===== src/rtl/clk_div_monitor_if.sv =====
// clk_div_monitor_if: stimulus and measurement signals of one divider monitor.
interface clk_div_monitor_if #(
    parameter int CNT_W = 8
);
    logic             enable;
    logic             div_in;
    logic [CNT_W:0]   expected_ratio;
    logic [CNT_W-1:0] high_len;
    logic [CNT_W-1:0] low_len;
    logic [CNT_W:0]   period;
    logic             meas_valid;
    logic             locked;
    logic             ratio_err;
    logic             stuck;

    modport master (
        output enable, div_in, expected_ratio,
        input  high_len, low_len, period, meas_valid, locked, ratio_err, stuck
    );

    modport slave (
        input  enable, div_in, expected_ratio,
        output high_len, low_len, period, meas_valid, locked, ratio_err, stuck
    );
endinterface


===== src/rtl/clk_div_monitor.sv =====
// clk_div_monitor: measures high/low phase and period of a divided clock, tracks lock to an expected ratio and flags a stuck input.
module clk_div_monitor #(
    parameter int CNT_W    = 8,
    parameter int LOCK_CNT = 4
) (
    input logic              clk,
    input logic              rst_n,
    clk_div_monitor_if.slave bus
);
    typedef enum logic [1:0] {IDLE, WAIT_RISE, MEAS_HIGH, MEAS_LOW} state_t;

    localparam logic [CNT_W-1:0] MAX  = '1;
    localparam logic [3:0]       LOCK = 4'(LOCK_CNT);

    state_t           state, state_next;
    logic             s1, s2, s3, rise, fall, latch, stuck_set;
    logic [CNT_W-1:0] wcnt, hcnt, lcnt, act_cnt, wcnt_next, hcnt_next, lcnt_next;
    logic [CNT_W:0]   sum;
    logic [3:0]       mcnt, mcnt_next;

    function automatic logic [CNT_W-1:0] sat_inc(input logic [CNT_W-1:0] v);
        return (v == MAX) ? v : v + 1'b1;
    endfunction

    assign rise = s2 & ~s3;
    assign fall = ~s2 & s3;
    assign sum  = {1'b0, hcnt} + {1'b0, lcnt};

    always_ff @(posedge clk or negedge rst_n) begin
        if (!rst_n)
            state <= IDLE;
        else
            state <= state_next;
    end

    always_comb begin
        state_next = state;
        act_cnt    = '0;
        latch      = 1'b0;
        case (state)
            IDLE:      state_next = WAIT_RISE;
            WAIT_RISE: begin
                act_cnt = wcnt;
                if (rise) state_next = MEAS_HIGH;
            end
            MEAS_HIGH: begin
                act_cnt = hcnt;
                if (fall) state_next = MEAS_LOW;
            end
            default: begin
                act_cnt = lcnt;
                if (rise) begin
                    state_next = MEAS_HIGH;
                    latch      = 1'b1;
                end
            end
        endcase
        if (!bus.enable) begin
            state_next = IDLE;
            latch      = 1'b0;
        end
        // Fires on the cycle the active counter saturates with no edge present
        stuck_set = bus.enable && state != IDLE && !(rise || fall) && act_cnt >= MAX - 1'b1;
    end

    always_comb begin
        wcnt_next = (state == WAIT_RISE && !rise) ? sat_inc(wcnt) : '0;
        hcnt_next = (state == IDLE) ? '0
                  : (rise && state != MEAS_HIGH) ? CNT_W'(1)
                  : (state == MEAS_HIGH && !fall) ? sat_inc(hcnt) : hcnt;
        lcnt_next = (state == IDLE) ? '0
                  : (fall && state == MEAS_HIGH) ? CNT_W'(1)
                  : (state == MEAS_LOW && !rise) ? sat_inc(lcnt) : lcnt;
        mcnt_next = !bus.meas_valid ? mcnt
                  : (bus.period != bus.expected_ratio) ? '0
                  : (mcnt == LOCK) ? mcnt : mcnt + 1'b1;
        if (!bus.enable) begin
            wcnt_next = '0;
            hcnt_next = '0;
            lcnt_next = '0;
        end
        if (!bus.enable || stuck_set)
            mcnt_next = '0;
    end

    always_ff @(posedge clk or negedge rst_n) begin
        if (!rst_n) begin
            s1             <= 1'b0;
            s2             <= 1'b0;
            s3             <= 1'b0;
            wcnt           <= '0;
            hcnt           <= '0;
            lcnt           <= '0;
            mcnt           <= '0;
            bus.high_len   <= '0;
            bus.low_len    <= '0;
            bus.period     <= '0;
            bus.meas_valid <= 1'b0;
            bus.locked     <= 1'b0;
            bus.ratio_err  <= 1'b0;
            bus.stuck      <= 1'b0;
        end else begin
            s1             <= bus.div_in;
            s2             <= s1;
            s3             <= s2;
            wcnt           <= wcnt_next;
            hcnt           <= hcnt_next;
            lcnt           <= lcnt_next;
            mcnt           <= mcnt_next;
            bus.locked     <= mcnt_next == LOCK;
            bus.meas_valid <= latch;
            bus.ratio_err  <= latch && sum != bus.expected_ratio;
            bus.stuck      <= bus.enable && !(rise || fall) && (stuck_set || bus.stuck);
            if (latch) begin
                bus.high_len <= hcnt;
                bus.low_len  <= lcnt;
                bus.period   <= sum;
            end
        end
    end
endmodule


===== src/flat_wrapper.sv =====
// flat-port wrapper written by rule: the top's interface ports become plain ports
module clk_div_monitor_flat 
#(
    parameter int CNT_W    = 8,
    parameter int LOCK_CNT = 4
)
  (clk, rst_n, bus_enable, bus_div_in, bus_expected_ratio, bus_high_len, bus_low_len, bus_period, bus_meas_valid, bus_locked, bus_ratio_err, bus_stuck);
  clk_div_monitor_if #(.CNT_W(CNT_W)) bus_i ();
  input logic clk;
  input logic rst_n;
  input wire logic [$bits(bus_i.enable)-1:0] bus_enable;
  input wire logic [$bits(bus_i.div_in)-1:0] bus_div_in;
  input wire logic [$bits(bus_i.expected_ratio)-1:0] bus_expected_ratio;
  output wire logic [$bits(bus_i.high_len)-1:0] bus_high_len;
  output wire logic [$bits(bus_i.low_len)-1:0] bus_low_len;
  output wire logic [$bits(bus_i.period)-1:0] bus_period;
  output wire logic [$bits(bus_i.meas_valid)-1:0] bus_meas_valid;
  output wire logic [$bits(bus_i.locked)-1:0] bus_locked;
  output wire logic [$bits(bus_i.ratio_err)-1:0] bus_ratio_err;
  output wire logic [$bits(bus_i.stuck)-1:0] bus_stuck;
  assign bus_i.enable = bus_enable;
  assign bus_i.div_in = bus_div_in;
  assign bus_i.expected_ratio = bus_expected_ratio;
  assign bus_high_len = bus_i.high_len;
  assign bus_low_len = bus_i.low_len;
  assign bus_period = bus_i.period;
  assign bus_meas_valid = bus_i.meas_valid;
  assign bus_locked = bus_i.locked;
  assign bus_ratio_err = bus_i.ratio_err;
  assign bus_stuck = bus_i.stuck;
  clk_div_monitor #(.CNT_W(CNT_W), .LOCK_CNT(LOCK_CNT)) u_core (.clk(clk), .rst_n(rst_n), .bus(bus_i));
endmodule

===== config.mk =====
export PLATFORM = sky130hd
export DESIGN_NAME = clk_div_monitor_flat
export DESIGN_NICKNAME = d
export VERILOG_FILES = /design/src/rtl/clk_div_monitor_if.sv /design/src/rtl/clk_div_monitor.sv /design/src/flat_wrapper.sv
export SDC_FILE = /design/constraint.sdc
export NUM_CORES = 1
export LEC_CHECK = 0
export BUFFER_PORTS_ARGS = -buffer_cell sky130_fd_sc_hd__buf_2
export CAP_MARGIN = 25
export CORE_UTILIZATION = 35
export CTS_BUF_LIST = sky130_fd_sc_hd__clkbuf_4 sky130_fd_sc_hd__clkbuf_8
export DETAILED_ROUTE_END_ITERATION = 6
export GPL_TIMING_DRIVEN = 0
export PLACE_DENSITY_LB_ADDON = 0.15
export SYNTH_ARGS = -nofsm -noshare
export SYNTH_HDL_FRONTEND = slang
export SYNTH_SLANG_ARGS = --single-unit

===== constraint.sdc =====
create_clock -name clk -period 2 [get_ports clk]
set_input_delay 0.1 -clock clk [delete_from_list [all_inputs] [get_ports clk]]
set_output_delay 0.1 -clock clk [all_outputs]
set_load 0.05 [all_outputs]

==> impl_metrics.tcl <==
set metrics [dict create \
    timing.slew.headroom_pct 45.6 \
    overflow 0 \
    grt_pass1_vias 2865 \
    worstReg2RegStart "u_core.hcnt[0]" \
    yosysUniqueCellTypes 53 \
    reg2reg_to "u_core.bus.ratio_err" \
    wire_per_inst_um 15.1 \
    setup_violations 3 \
    fmax_mhz 446 \
    fp.dieH_um 104 \
    io_pins 42 \
    power_w 0.00284 \
    synth_seq_cells 62 \
    gp_congestion 0.859 \
    grtUsageMet3_pct 2.83 \
    clk_pin_slew_ns 0.07 \
    cp.buffers_inverters 0 \
    drt-total-wl_um 9350 \
    syn_nets 443 \
    grt_pass1_wl_um 15100 \
    worstPathArrival_ns 2.46 \
    finalHoldViolCount 0 \
    clk_path_buf_depth 2 \
    drive_gt1_share_pct 25.2 \
    synth_cells 414 \
    nets 509 \
    dr.pass1.iters 4 \
    worstPathRequired_ns 2.21 \
    power_density_mw_per_mm2 624 \
    drc 0 \
    syn_area_mm2 0.00362 \
    hold_path_class "input port to flip-flop" \
    cap_violations 0 \
    setup_ws_ns -0.243 \
    synth-main-ff-cell "dfrtp_1" \
    synth_edf_count 0 \
    grt_usage_pct 17.9 \
    synth_top_area_share_pct 42.9 \
    power_leakage_nw 2.10 \
    die_area_mm2 0.0108 \
    outcome "complete, but fails checks" \
    reg2reg_depth 8 \
    yosys-top-cells-area "dfrtp_1, nand2_1, ha_1, xnor2_1, xor2_1" \
    ant_nets 0 \
    antenna_cells 0 \
    via_per_inst 5.21 \
    yosys_warnings 0 \
    cts_tree "yes" \
    core-area_mm2 0.00991 \
    min_period_over_period_pct 112 \
    final_core_util_pct 45.9 \
    place_hpwl_um 6300 \
    period_needed_ns 2.24 \
    numCtsBuffers 9 \
    slowest_stage "dfrtp_2" \
    endpoint_kind "flip-flop" \
    worstHoldEndpoint "u_core.bus.ratio_err" \
    synth_largest_area_cell "dfrtp_1" \
    syn2layout_area_growth_pct 25.8 \
    initial_core_util_pct 36.5 \
    cts.sinks 62 \
    crit_path_max_incr_delay_ns 0.44 \
    grt_max_degree 63 \
    vdd_drop_max_mv 0.403 \
    tightest_slew_ns 0.816 \
    vias 3217 \
    top_usage_layer "met2" \
    nFillCells 1013 \
    holdPathStages 4 \
    synthArstFlopShare_pct 100 \
    design_area_mm2 0.00455 \
    fin_skew_ns 0.0138 \
    row_count 36 \
    use_met1_pct 25.6 \
    htreeDepth 3 \
    insertion_delay_ns 0.35 \
    min_from "bus_expected_ratio[4]" \
    yosysSeqAreaShare_pct 42.9 \
    use_met2_pct 26.8 \
    die_w_um 104 \
    path_cells "ha_4 > fa_2 > xnor2_2 > xnor2_1 > a2111oi_2 > nand4_1 > nor4_2 > a31oi_1" \
    syn_area_per_cell_um2 8.74 \
    ctsRootBufferMaster "clkbuf_8" \
    antenna_found_initial 0 \
    cp_top_family "adder cells" \
    rsz0062_at_grt "yes" \
    port_buffers 39 \
    start_kind "flip-flop" \
    violations "setup timing" \
    crit_path_max_fanout 3 \
    drt_iter0_drc 238 \
    place_area_mm2 0.00401 \
    crit_type "flip-flop to flip-flop" \
    dp_slack_ns -0.615 \
    reg2reg_slack_ns -0.24 \
    drv_slew 0 \
]
## layout by cell type (no fill, tap or decap), drive strengths merged, types with 5 or more instances in the layout
master,instances
nand2,82
dfrtp,62
buf,58
nor2,34
o21ai,25
clkbuf,23
a21oi,21
xnor2,19
xor2,16
nand3,15
ha,15
inv,12
nand4,11
and3,10
nor3,10
nor2b,5
## worst register-to-register path, stage by stage (launching register included)
cell,delay (ns)
dfrtp_2,0.44
ha_4,0.18
fa_2,0.38
xnor2_2,0.17
xnor2_1,0.15
a2111oi_2,0.29
nand4_1,0.17
nor4_2,0.20
a31oi_1,0.14
## registers in the layout, indices dropped and copies added (netlist names), 2 cells and up
signal,flops
u_core.bus.low_len,8
u_core.hcnt,8
u_core.bus.high_len,8
u_core.mcnt,4
u_core.state,2
u_core.lcnt,8
u_core.bus.period,9
u_core.wcnt,8
## metrics by stage
stage          hold slack, ns  cells  setup TNS, ns
2_1_floorplan          -0.196    414         -0.130
4_1_cts                 0.196    604         -0.552
3_3_place_gp            0.209    586          -4.30
6_report                0.214    618         -0.393
5_1_grt                 0.270    618         -0.815
3_5_place_dp            0.217    586          -4.40
## routing by layer
metal | share of wire [%] | up-vias
met4 | 1.7 | 0
met1 | 48 | 1538
met5 | 0 | -
met2 | 46 | 91
met3 | 4.6 | 10
li1 | - | 1578
## power by group
part / switching (W) / total [W] / internal (W)
Sequential: 0.0000166 / 0.00129 / 0.00127
Combinational: 0.000147 / 0.000234 / 0.0000867
Clock: 0.000505 / 0.00132 / 0.000817
## cells by family after synthesis
logic type / share of synthesized area [%]
compound gates: 13.8
xor+xnor: 8.68
fa+ha+maj: 5.74
buf+inv: 2.97
flops: 42.9
mux: 1.14
simple gates: 24.8
## timing repair
| item | CTS | global route |
|---|---|---|
| hold buffers | 2 | 0 |
| setup endpoints to repair | 28 | 27 |
| resized for setup | 19 | 29 |
| hold endpoints to repair | 63 | 0 |
| setup buffers | 3 | 14 |
| pin swaps | 5 | 10 |
## cells in the mapped netlist, types with 4 or more instances
cell	count
o21ai_1	17
inv_1	11
nor3b_1	4
a21oi_1	20
a211oi_1	4
nand3b_1	4
nand2_1	82
clkbuf_1	12
xor2_1	16
nor2_1	34
dfrtp_1	62
and3_1	10
nand3_1	15
o31ai_1	4
nor2b_1	5
o21ai_0	8
ha_1	15
nand2b_1	4
xnor2_1	18
nor3_1	9
nand4_1	10
## layout make-up
type | count | area, um2 | share of cell area, %
multi-input cells | 324 | 2130 | 46.9
flip-flops and latches | 62 | 1560 | 34.4
repair buffers | 58 | 349 | 7.67
clock buffers | 13 | 173 | 3.79
well taps | 133 | 166 | 3.65
clock inverters | 3 | 65.1 | 1.43
plain buffers | 12 | 52.6 | 1.15
inverters | 13 | 50.0 | 1.10
## how the worst max path moves through the flow
stage / start / to / slack [ns] / cells past startpoint
floorplan: u_core.bus.period[7] / u_core.mcnt[3] / -0.08 / 6
global placement: u_core.hcnt[0] / u_core.bus.ratio_err / -0.70 / 7
detailed placement: u_core.hcnt[0] / u_core.bus.ratio_err / -0.61 / 7
CTS: u_core.hcnt[0] / u_core.bus.ratio_err / -0.28 / 7
global route: u_core.hcnt[0] / u_core.bus.ratio_err / -0.38 / 8
finish: u_core.hcnt[0] / u_core.bus.ratio_err / -0.24 / 8
Power figures use the tool's default switching activity.
